File: config.mk
export PLATFORM = sky130hd
export DESIGN_NAME = avst_frame_tx
export DESIGN_NICKNAME = d
export VERILOG_FILES = /design/src/rtl/fft_if_pkg.sv /design/src/rtl/frame_buf2.sv /design/src/rtl/avst_frame_tx.sv
export SDC_FILE = /design/constraint.sdc
export NUM_CORES = 1
export LEC_CHECK = 0
export CAP_MARGIN = 20
export CORE_MARGIN = 1
export CORE_UTILIZATION = 47
export CTS_CLUSTER_SIZE = 10
export DETAILED_ROUTE_END_ITERATION = 12
export PLACE_DENSITY = 0.7
export SLEW_MARGIN = 5
export SYNTH_ARGS = -nofsm -noshare
export SYNTH_HDL_FRONTEND = slang
export SYNTH_HIERARCHICAL = 1
export SYNTH_SLANG_ARGS = --single-unit
File: constraint.sdc
create_clock -name clk -period 6.9 [get_ports clk]
set_input_delay 1.035 -clock clk [delete_from_list [all_inputs] [get_ports clk]]
set_output_delay 1.035 -clock clk [all_outputs]
set_load 0.02 [all_outputs]
File: src/rtl/fft_if_pkg.sv
// fft_if_pkg: shared FFT sink beat layout, sample/frame types and beat packing.
package fft_if_pkg;
  localparam int DW = 12;
  localparam int N_PTS = 8;
  localparam int BUS_W = 2*DW+5;
  localparam int REAL_LSB = BUS_W-DW;
  localparam int IMAG_LSB = 5;
  localparam int INV_BIT = 0;
  typedef logic signed [DW-1:0] sample_t;
  typedef sample_t [0:N_PTS-1] frame_t;
  typedef enum logic {IDLE, SEND} tx_state_t;
  function automatic logic [BUS_W-1:0] pack_beat(sample_t re, logic inverse);
    logic [BUS_W-1:0] b;
    b = '0;
    b[REAL_LSB +: DW] = re;
    b[IMAG_LSB +: DW] = '0;
    b[INV_BIT] = inverse;
    return b;
  endfunction
endpackage

File: src/rtl/frame_buf2.sv
// frame_buf2: two-slot ACTIVE/PENDING frame store with full flags and promote.
module frame_buf2 import fft_if_pkg::*; (
  input  logic   clk,
  input  logic   reset_n,
  input  logic   load,
  input  logic   done,
  input  frame_t din,
  input  logic   din_inv,
  output frame_t act,
  output logic   act_inv,
  output logic   pend_full,
  output logic   free,
  output logic   drop
);
  frame_t pend;
  logic pend_inv, act_full, promote, act_free, pend_free, to_act, to_pend, act_full_n, pend_full_n;
  // Occupancy is judged after this cycle's promote, so a start on the last beat reuses the freed slot.
  always_comb begin
    promote = done && pend_full;
    act_free = !act_full || (done && !pend_full);
    pend_free = !pend_full || done;
    to_act = load && act_free;
    to_pend = load && !act_free && pend_free;
    drop = load && !act_free && !pend_free;
    act_full_n = to_act || promote || (act_full && !done);
    pend_full_n = to_pend || (pend_full && !done);
  end
  always_ff @(posedge clk or negedge reset_n)
    if (!reset_n) begin
      act <= '0;
      act_inv <= 1'b0;
      pend <= '0;
      pend_inv <= 1'b0;
      act_full <= 1'b0;
      pend_full <= 1'b0;
      free <= 1'b1;
    end else begin
      act_full <= act_full_n;
      pend_full <= pend_full_n;
      free <= !(act_full_n && pend_full_n);
      if (to_act) begin
        act <= din;
        act_inv <= din_inv;
      end else if (promote) begin
        act <= pend;
        act_inv <= pend_inv;
      end
      if (to_pend) begin
        pend <= din;
        pend_inv <= din_inv;
      end
    end
endmodule

File: src/rtl/avst_frame_tx.sv
// avst_frame_tx: double-buffered frame capture serialised as one Avalon-ST packet per frame.
// FRAME_TX_DROP_CNT_EN adds a saturating drop_count output.
module avst_frame_tx import fft_if_pkg::*; #(
  parameter int N_PTS = 8,
  parameter int DW = 12,
  parameter int BUS_W = 29,
  parameter int SIGNED_IN = 0
) (
  input  logic             clk,
  input  logic             reset_n,
  input  logic             frame_start,
  input  logic [DW-1:0]    frame_data [0:N_PTS-1],
  input  logic             frame_inverse,
  output logic             frame_ready,
  output logic             overflow,
  output logic             src_valid,
  input  logic             src_ready,
  output logic             src_sop,
  output logic             src_eop,
  output logic [BUS_W-1:0] src_data,
  output logic [1:0]       src_error,
`ifdef FRAME_TX_DROP_CNT_EN
  output logic [7:0]       drop_count,
`endif
  output logic             busy
);
  localparam int BW = $clog2(N_PTS);
  tx_state_t state, state_n;
  logic [BW-1:0] beat;
  frame_t din, act;
  sample_t s, re;
  logic act_inv, pend_full, drop, xfer, done;
  always_comb begin
    din = '0;
    for (int i = 0; i < N_PTS; i++) din[i] = frame_data[i];
  end
  frame_buf2 u_buf (
    .clk      (clk),
    .reset_n  (reset_n),
    .load     (frame_start),
    .done     (done),
    .din      (din),
    .din_inv  (frame_inverse),
    .act      (act),
    .act_inv  (act_inv),
    .pend_full(pend_full),
    .free     (frame_ready),
    .drop     (drop)
  );
  assign xfer = src_valid && src_ready;
  assign done = xfer && beat == BW'(N_PTS-1);
  assign src_error = 2'b00;
  always_ff @(posedge clk or negedge reset_n)
    if (!reset_n) state <= IDLE;
    else state <= state_n;
  // A start on the last beat with no pending frame goes straight into ACTIVE, so SEND continues.
  always_comb
    state_n = (state == IDLE) ? (frame_start ? SEND : IDLE)
            : ((done && !pend_full && !frame_start) ? IDLE : SEND);
  always_comb begin
    s = act[beat];
    re = (SIGNED_IN != 0) ? s : {~s[DW-1], s[DW-2:0]};
    src_valid = state == SEND;
    src_sop = src_valid && beat == '0;
    src_eop = src_valid && beat == BW'(N_PTS-1);
    src_data = src_valid ? pack_beat(re, act_inv) : '0;
    busy = src_valid || pend_full;
  end
  always_ff @(posedge clk or negedge reset_n)
    if (!reset_n) begin
      beat <= '0;
      overflow <= 1'b0;
    end else begin
      beat <= done ? '0 : xfer ? beat + 1'b1 : beat;
      overflow <= drop;
    end
`ifdef FRAME_TX_DROP_CNT_EN
  always_ff @(posedge clk or negedge reset_n)
    if (!reset_n) drop_count <= '0;
    else if (drop && drop_count != 8'hFF) drop_count <= drop_count + 8'd1;
`endif
endmodule

==> results.yml, run 1 <==
clock_tree:
  numClockSinks: 202
  cts_buffers: 24
  post_cts_buffers: 0
  ctsHoldBuffers: 0
  cts_root_buffer: "clkbuf_16"
  clockBufferDepth: 3
  cts.repair.resized: 0
  cts_tree: "built"
  cts_max_level: 1
  clock_latency_ns: 0.51
  clk_pin_slew_ns: 0.05
logic_synthesis:
  yosysWarnings: 6
  synth_edf_count: 0
  synthFlopType: "dfrtp_1"
  ys_ff_latch: 202
  netlist_instances: 660
  synth.distinct_cells: 33
  synth_top_cell_by_area: "dfrtp_1"
  synth_top_cell_area_share_pct: 52.07
  syn_area_um2: 9661
  synthTopCellsByCount: "284 x mux2_2, 201 x dfrtp_1, 30 x mux2_1, 21 x buf_2, 21 x buf_4"
  ys_seq_area_share_pct: 52.34
  synth_most_common_cell: "mux2_2"
  avgSynthCellArea_um2: 14.64
  synth_area_leaders: "dfrtp_1 52%, mux2_2 33%, mux2_1 3.5%"
  synthArstFlopShare_pct: 100.0
power_and_ir_drop:
  peakVddDrop_mv: 0.1988
  p_leak_nw: 5.021
  power_density_nw_per_um2: 425.3
global_routing:
  grt_max_degree: 117
  grt-ovfl-total: 0
  antenna_found_initial: 1
  grt_pass1_wl_mm: 33.19
  grt_pass1_vias: 6016
  track_usage_pct: 20.01
die:
  die_h_um: 145.4
  row_count: 52
  io_pins: 138
  dieWidth_um: 145.4
  start_util_pct: 47.90
  fp.coreArea_um2: 20170
  die_area_um2: 21130
worst_setup_path:
  critPathMaxFanout: 14
  crit_path_start_kind: "register"
  crit_required_ns: 5.86
  critPathMaxStageDelay_ns: 0.69
  critPathLaunch: "beat[1]$_DFFE_PN0P_"
  crit_arrival_ns: 2.98
  timing.rr.start: "beat[1]$_DFFE_PN0P_"
  end_kind: "output port"
  path_class: "register to output port"
  cp_slowest_cell: "mux4_1"
  crit_chain: "buf_4 -> mux4_1 -> o22ai_1 -> nor2_1 -> clkdlybuf4s50_1"
sta:
  slew_headroom_pct: 31.74
  max_slew.worst_pin.slew_ns: 1.024
  maxSlewViolCount: 0
  fin_tns_setup_ns: 0
  holdWs_ns: 0.4771
  finalCritPeriodShare_pct: 58.23
  finalCriticalPeriod_ns: 4.018
  hold_viol: 0
  grt_setup_unrepaired: "no"
  setup_violations: 0
  skew_ns: 0.01356
  fmax_mhz: 248.9
placement:
  dp_hpwl_mm: 13.57
  portBuffers: 119
  gp_congestion: 0.7702
layout:
  nNetsFinal: 875
  layout-drive-gt1-share_pct: 43.04
  fillCellCount: 1617
  area_growth_pct: 20.75
drt:
  drt_pass1_iterations: 4
  via_per_inst: 5.310
  drcViolationCount: 0
  routed_wl_mm: 20.57
  num_vias: 5560
  drt_iter0_markers: 206
  drt-wirelength-per-cell_um: 19.65
  ant_nets: 0
run:
  max-cap-violations: 0
outcome:
  status: "finished clean"
worst_hold_path:
  hold_class: "register to register"
  worstHoldStart: "u_buf/pend[67]$_DFFE_PN0P_"
-- logic make-up (layout without fill, tap and decap cells) --
family,count (synthesis),after routing,synth area share (%)
AOI/OAI and AO/OA,29,29,1.761
and+or+nand+nor,32,32,1.723
DFF,202,202,52.34
buffers and inverters,63,162,3.782
adders and majority gates,3,3,0.3886
muxes,330,330,39.97
other,1,19,0.03882
-- placed cells by master, fill, tap and decap left out, types with 8 or more instances in the layout --
cell type        Yosys  layout
nor2_1              13      13
mux4_2               8       8
mux2_1              30      30
clkbuf_16            0      24
clkdlybuf4s50_1      0     118
dfrtp_1            201     200
mux2_2             284     284
conb_1               1      18
o22ai_1             11      11
o21ai_0             13      13
-- state kept, by name, summed over array words and instances (netlist names) --
| signal | flops |
|---|---|
| beat | 3 |
| u_buf/act_inv | 1 |
| u_buf/pend | 96 |
| u_buf/pend_full | 1 |
| u_buf/act | 96 |
| src_valid | 1 |
| u_buf/free | 1 |
| overflow | 1 |
| u_buf/pend_inv | 1 |
| u_buf/act_full | 1 |
-- layout make-up --
cell class | instances | area, um2 | area share, %
multi-input combinational | 412 | 4318 | 37.02
inverter | 4 | 15.01 | 0.1287
clock buffer | 30 | 643.1 | 5.513
timing repair buffer | 127 | 1275 | 10.93
antenna | 1 | 2.502 | 0.02145
sequential | 202 | 5057 | 43.36
clock inverter | 1 | 16.27 | 0.1394
tap | 270 | 337.8 | 2.896
-- routing by layer --
| metal | vias to the layer above | wire (um) | track usage, % |
|---|---|---|---|
| li1 | 2567 | - | - |
| met1 | 2843 | 9209 | 27.38 |
| met2 | 120 | 10310 | 33.87 |
| met3 | 30 | 690 | 3.197 |
| met4 | 0 | 361 | 4.053 |
| met5 | - | 0 | 0 |
-- metrics by stage --
step                area, um2  util (%)  instances  power (mW)  setup slack, ns
floorplan                9724         -        677       3.320            4.316
global placement        10980     54.42       1014       3.801            3.141
detailed placement      10980     54.42       1014       3.912            3.101
CTS                     11630     57.69       1045       5.015            2.835
global route            11660     57.82       1046       5.258            2.741
finish                  11660     57.84       1047       4.961            2.882
-- final timing paths --
| kind | slack (ns) | depth (start not counted) | to |
|---|---|---|---|
| worst max-delay path | 2.88 | 5 | src_data[26] |
| worst min-delay path | 0.48 | 1 | u_buf/pend[67]$_DFFE_PN0P_ |
| worst max register to register | 3.30 | 8 | u_buf/act[54]$_DFFE_PN0P_ |
| worst min register to register | 0.48 | 1 | u_buf/pend[67]$_DFFE_PN0P_ |
| max in group asynchronous | 4.88 | 3 | u_buf/pend[24]$_DFFE_PN0P_ |
| min in group asynchronous | 0.63 | 1 | u_buf/pend[72]$_DFFE_PN0P_ |
-- critical path, delay by kind of cell (launching register included) --
| kind | cells | cell delay [ns] |
|---|---|---|
| flip-flops | 1 | 0.56 |
| multiplexers | 1 | 0.69 |
| buffers and inverters | 2 | 0.92 |
| AO/OA/AOI/OAI | 1 | 0.24 |
| AND/OR/NAND/NOR | 1 | 0.07 |
-- power by group --
part	internal, mW	switching [mW]	leakage (nW)
sequential	1.76	0.334	2.44
combinational	1.10	0.678	2.26
clock	0.644	0.445	0.322
total	3.50	1.46	5.02
Power figures use the tool's default switching activity.
==> run 2: changes to the inputs <==
==> constraint.sdc (replaced) <==
create_clock -name clk -period 4.1 [get_ports clk]
set_input_delay 0.615 -clock clk [delete_from_list [all_inputs] [get_ports clk]]
set_output_delay 0.615 -clock clk [all_outputs]
set_load 0.02 [all_outputs]
==> results.yml, run 2 (same netlist as run 1, synthesis figures left out) <==
worst_setup_path:
  crit_required_ns: 3.48
  crit_path_start_kind: "register"
  path_class: "register to output port"
  crit_arrival_ns: 2.86
  critPathCapture: "src_data[25]"
  regToRegSetupSlack_ns: 1.07
  cp_slowest_cell: "mux4_1"
  crit_chain: "buf_4 -> mux4_1 -> o22ai_1 -> nor2_1 -> clkdlybuf4s50_1"
  critPathMaxFanout: 13
  critPathLaunch: "beat[1]$_DFFE_PN0P_"
  critPathMaxStageDelay_ns: 0.64
  end_kind: "output port"
  rr_worst_depth: 7
  r2r-end: "u_buf/pend[16]$_DFFE_PN0P_"
  timing.rr.start: "beat[0]$_DFFE_PN0P_"
sta:
  finalCritPeriodShare_pct: 84.67
  finalCriticalPeriod_ns: 3.471
  fin_tns_setup_ns: 0
  grt_setup_unrepaired: "no"
  hold_viol: 0
  setup_violations: 0
  skew_ns: 0.008354
  maxSlewViolCount: 0
  max_slew.worst_pin.slew_ns: 0.9344
  fmax_mhz: 288.1
  slew_headroom_pct: 37.71
global_routing:
  grt_pass1_vias: 6178
  antenna_found_initial: 1
  grt-ovfl-total: 0
  grt_max_degree: 116
  track_usage_pct: 20.82
  grt_pass1_wl_mm: 34.53
die:
  row_count: 52
  die_h_um: 145.4
  start_util_pct: 47.90
  dieWidth_um: 145.4
  fp.coreArea_um2: 20170
  io_pins: 138
  die_area_um2: 21130
clock_tree:
  ctsHoldBuffers: 0
  cts_tree: "built"
  post_cts_buffers: 0
  cts.repair.resized: 0
  cts_max_level: 1
  numClockSinks: 202
  clockBufferDepth: 3
  cts_buffers: 24
  clk_pin_slew_ns: 0.06
  cts_root_buffer: "clkbuf_16"
  clock_latency_ns: 0.50
placement:
  dp_hpwl_mm: 14.65
  gp_congestion: 0.7453
  placed_cell_area_um2: 11060
  dp.cells: 1017
  portBuffers: 119
outcome:
  status: "finished clean"
layout:
  final_common_cell: "mux2_2"
  nNetsFinal: 877
  post-route-util_pct: 58.37
  mostFrequentLayoutCells: "284 x mux2_2, 200 x dfrtp_1, 118 x clkdlybuf4s50_1"
  area_growth_pct: 21.88
  final_area_um2: 11770
  final_cells: 1056
  layout-drive-gt1-share_pct: 42.80
  reg_top3: "u_buf/act (96), u_buf/pend (96), beat (3)"
power_and_ir_drop:
  power_mw: 8.541
  power_density_nw_per_um2: 725.4
  peakVddDrop_mv: 0.3574
  p_leak_nw: 5.070
drt:
  num_vias: 5658
  via_per_inst: 5.358
  drt_pass1_iterations: 4
  ant_nets: 0
  drt-wirelength-per-cell_um: 20.43
  drt_iter0_markers: 214
  routed_wl_mm: 21.58
  drcViolationCount: 0
worst_hold_path:
  hold_class: "input port to async pin"
run:
  max-cap-violations: 0
## run 2: cell types whose count changed in the layout (fill, tap and decap cells not counted)
cell and change:
clkbuf_1 +7, buf_12 +5, buf_4 -2, buf_16 -1
bufinv_16 +1, clkbuf_16 +1, clkbuf_8 -1, clkinv_8 -1
## run 2: worst max-delay path, delay by kind of cell (launching register included)
kind / cells / cell delay, ns
AND/OR/NAND/NOR: 1 / 0.09
multiplexers: 1 / 0.64
flip-flops: 1 / 0.54
buffers and inverters: 2 / 0.85
AO/OA/AOI/OAI: 1 / 0.23
## run 2: report_power, final
part | switching (mW) | internal, mW | leakage, nW
Combinational | 1.13 | 1.86 | 2.29
Sequential | 0.626 | 2.97 | 2.44
Clock | 0.768 | 1.19 | 0.342
Total | 2.53 | 6.02 | 5.07
## run 2: layout make-up
cell class | count | area [um2]
well taps | 270 | 337.8
inverters | 4 | 15.01
flip-flops and latches | 202 | 5057
fillers | 1605 | 8396
multi-input cells | 412 | 4318
diodes | 1 | 2.502
clock buffers | 37 | 680.7
clock inverters | 1 | 30.03
repair buffers | 129 | 1333
## run 2: per-stage QoR
step	setup slack (ns)	hold WS (ns)
final	0.6286	0.2418
after global routing	0.4830	0.3078
after CTS	0.5888	0.2817
after detailed placement	1.098	0.4708
after global placement	1.160	0.4625
after floorplan	1.761	0.3194
## run 2: worst min-delay path by stage
stage	from	end	slack, ns	cells after the start
final	reset_n	u_buf/pend[24]$_DFFE_PN0P_	0.24	1
after global routing	reset_n	u_buf/pend[24]$_DFFE_PN0P_	0.31	1
after CTS	reset_n	u_buf/pend[24]$_DFFE_PN0P_	0.28	1
after detailed placement	u_buf/pend[87]$_DFFE_PN0P_	u_buf/pend[87]$_DFFE_PN0P_	0.47	1
after global placement	u_buf/pend[64]$_DFFE_PN0P_	u_buf/pend[64]$_DFFE_PN0P_	0.46	1
after floorplan	reset_n	beat[0]$_DFFE_PN0P_	0.32	0
## run 2: routing by layer
metal,global-route usage [%],part of all wire [%],vias up
met5,0,0,-
met4,6.211,2.4,0
met3,3.793,4.7,36
met2,34.18,48,139
met1,28.28,45,2899
li1,-,-,2584
==> run 3: changes to the inputs <==
==> constraint.sdc (replaced) <==
create_clock -name clk -period 3.3 [get_ports clk]
set_input_delay 0.495 -clock clk [delete_from_list [all_inputs] [get_ports clk]]
set_output_delay 0.495 -clock clk [all_outputs]
set_load 0.02 [all_outputs]
==> results.yml, run 3 (same netlist as run 1, synthesis figures left out) <==
layout:
  diodes: 0
  mostFrequentLayoutCells: "284 x mux2_2, 200 x dfrtp_1, 118 x clkdlybuf4s50_1"
  layout-drive-gt1-share_pct: 42.97
  area_growth_pct: 22.03
  final_cells: 1059
  final_common_cell: "mux2_2"
  nNetsFinal: 882
  reg_top3: "u_buf/act (96), u_buf/pend (96), beat (3)"
  fillCellCount: 1574
placement:
  place_ws_ns: 0.5069
  dp_hpwl_mm: 14.16
  dp.cells: 1021
  gp_congestion: 0.7291
  portBuffers: 119
global_routing:
  grt-ovfl-total: 0
  grt_max_degree: 103
  grt_pass1_vias: 6239
  track_usage_pct: 20.84
  antenna_found_initial: 0
  grt_pass1_wl_mm: 34.49
clock_tree:
  cts_buffers: 24
  cts_root_buffer: "clkbuf_16"
  clockBufferDepth: 3
  cts_tree: "built"
  numClockSinks: 202
  post_cts_buffers: 0
  clk_pin_slew_ns: 0.05
  cts.repair.resized: 0
  cts_max_level: 1
  clock_latency_ns: 0.50
sta:
  layout_setup_ws_ns: 0.1564
  fin_tns_setup_ns: 0
  max_slew.worst_pin.slew_ns: 0.6288
  maxSlewViolCount: 0
  grt_setup_unrepaired: "no"
  setup_violations: 0
  finalCriticalPeriod_ns: 3.144
  fmax_mhz: 318.1
  finalCritPeriodShare_pct: 95.26
  skew_ns: 0.009680
  hold_viol: 0
  slew_headroom_pct: 58.08
worst_setup_path:
  path_class: "register to output port"
  crit_path_start_kind: "register"
  crit_arrival_ns: 2.65
  critPathMaxFanout: 12
  rr_worst_depth: 8
  end_kind: "output port"
  crit_required_ns: 2.80
die:
  row_count: 52
  die_h_um: 145.4
  dieWidth_um: 145.4
  io_pins: 138
  start_util_pct: 47.90
  fp.coreArea_um2: 20170
  die_area_um2: 21130
drt:
  drcViolationCount: 0
  drt-wirelength-per-cell_um: 20.03
  drt_pass1_iterations: 4
  routed_wl_mm: 21.22
  num_vias: 5628
  via_per_inst: 5.314
  ant_nets: 0
  drt_iter0_markers: 239
worst_hold_path:
  hold_class: "register to register"
  hold_depth: 1
power_and_ir_drop:
  power_mw: 10.49
  power_density_nw_per_um2: 890.0
  peakVddDrop_mv: 0.5782
  p_leak_nw: 5.080
outcome:
  status: "finished clean"
run:
  max-cap-violations: 0
-- run 3: cell types whose count changed in the layout (fill, tap and decap cells not counted) --
cell / delta
buf_4: +3
buf_12: +1
bufinv_16: -1
clkbuf_8: -1
clkinv_4: +1
diode_2: -1
dlygate4sd3_1: +1
-- run 3: power by group --
| part | internal, mW | switching [mW] |
|---|---|---|
| clock network | 1.38 | 0.933 |
| logic | 2.35 | 1.54 |
| registers | 3.69 | 0.609 |
| total | 7.41 | 3.08 |
-- run 3: layout make-up --
| cell class | count | area, um2 | area share, % |
|---|---|---|---|
| Tap cell | 270 | 337.8 | 2.866 |
| Clock inverter | 1 | 8.758 | 0.07429 |
| Timing Repair Buffer | 134 | 1385 | 11.75 |
| Sequential cell | 202 | 5057 | 42.90 |
| Clock buffer | 36 | 666.9 | 5.657 |
| Inverter | 4 | 15.01 | 0.1274 |
| Multi-Input combinational cell | 412 | 4318 | 36.63 |
-- run 3: layer usage --
| metal | wire length (um) | vias up | share of wire [%] | GRT usage (%) |
|---|---|---|---|---|
| met4 | 391 | 0 | 1.8 | 4.737 |
| li1 | - | 2590 | - | - |
| met3 | 819 | 29 | 3.9 | 3.072 |
| met1 | 9419 | 2875 | 44 | 28.18 |
| met2 | 10590 | 134 | 50 | 35.60 |
| met5 | 0 | - | 0 | 0 |
-- run 3: timing repair --
action,CTS,global route
hold buffers,1,0
setup endpoints to repair,0,0
hold endpoints to repair,58,0
-- run 3: worst max-delay path, cell delays in order, from the launching register on --
cell,delay (ns)
dfrtp_1,0.34
buf_4,0.26
mux4_1,0.67
o22ai_1,0.25
nor2_1,0.08
clkdlybuf4s50_1,0.54
-- run 3: through the flow --
stage,cell area (um2),hold slack [ns],util (%)
floorplan,9724,0.1994,-
detailed placement,11100,0.4720,55.05
global route,11790,0.5027,58.45
global placement,11100,0.4631,55.05
CTS,11790,0.4846,58.45
finish,11790,0.4788,58.45
-- run 3: worst paths after layout --
check | start | end | slack [ns]
max | beat[1]$_DFFE_PN0P_ | src_data[25] | 0.16
min reg2reg | u_buf/pend[64]$_DFFE_PN0P_ | u_buf/pend[64]$_DFFE_PN0P_ | 0.48
max in group asynchronous | reset_n | u_buf/pend[25]$_DFFE_PN0P_ | 1.81
max reg2reg | beat[1]$_DFFE_PN0P_ | u_buf/pend[2]$_DFFE_PN0P_ | 0.48
min in group asynchronous | reset_n | u_buf/act[18]$_DFFE_PN0P_ | 0.52
min | u_buf/pend[64]$_DFFE_PN0P_ | u_buf/pend[64]$_DFFE_PN0P_ | 0.48
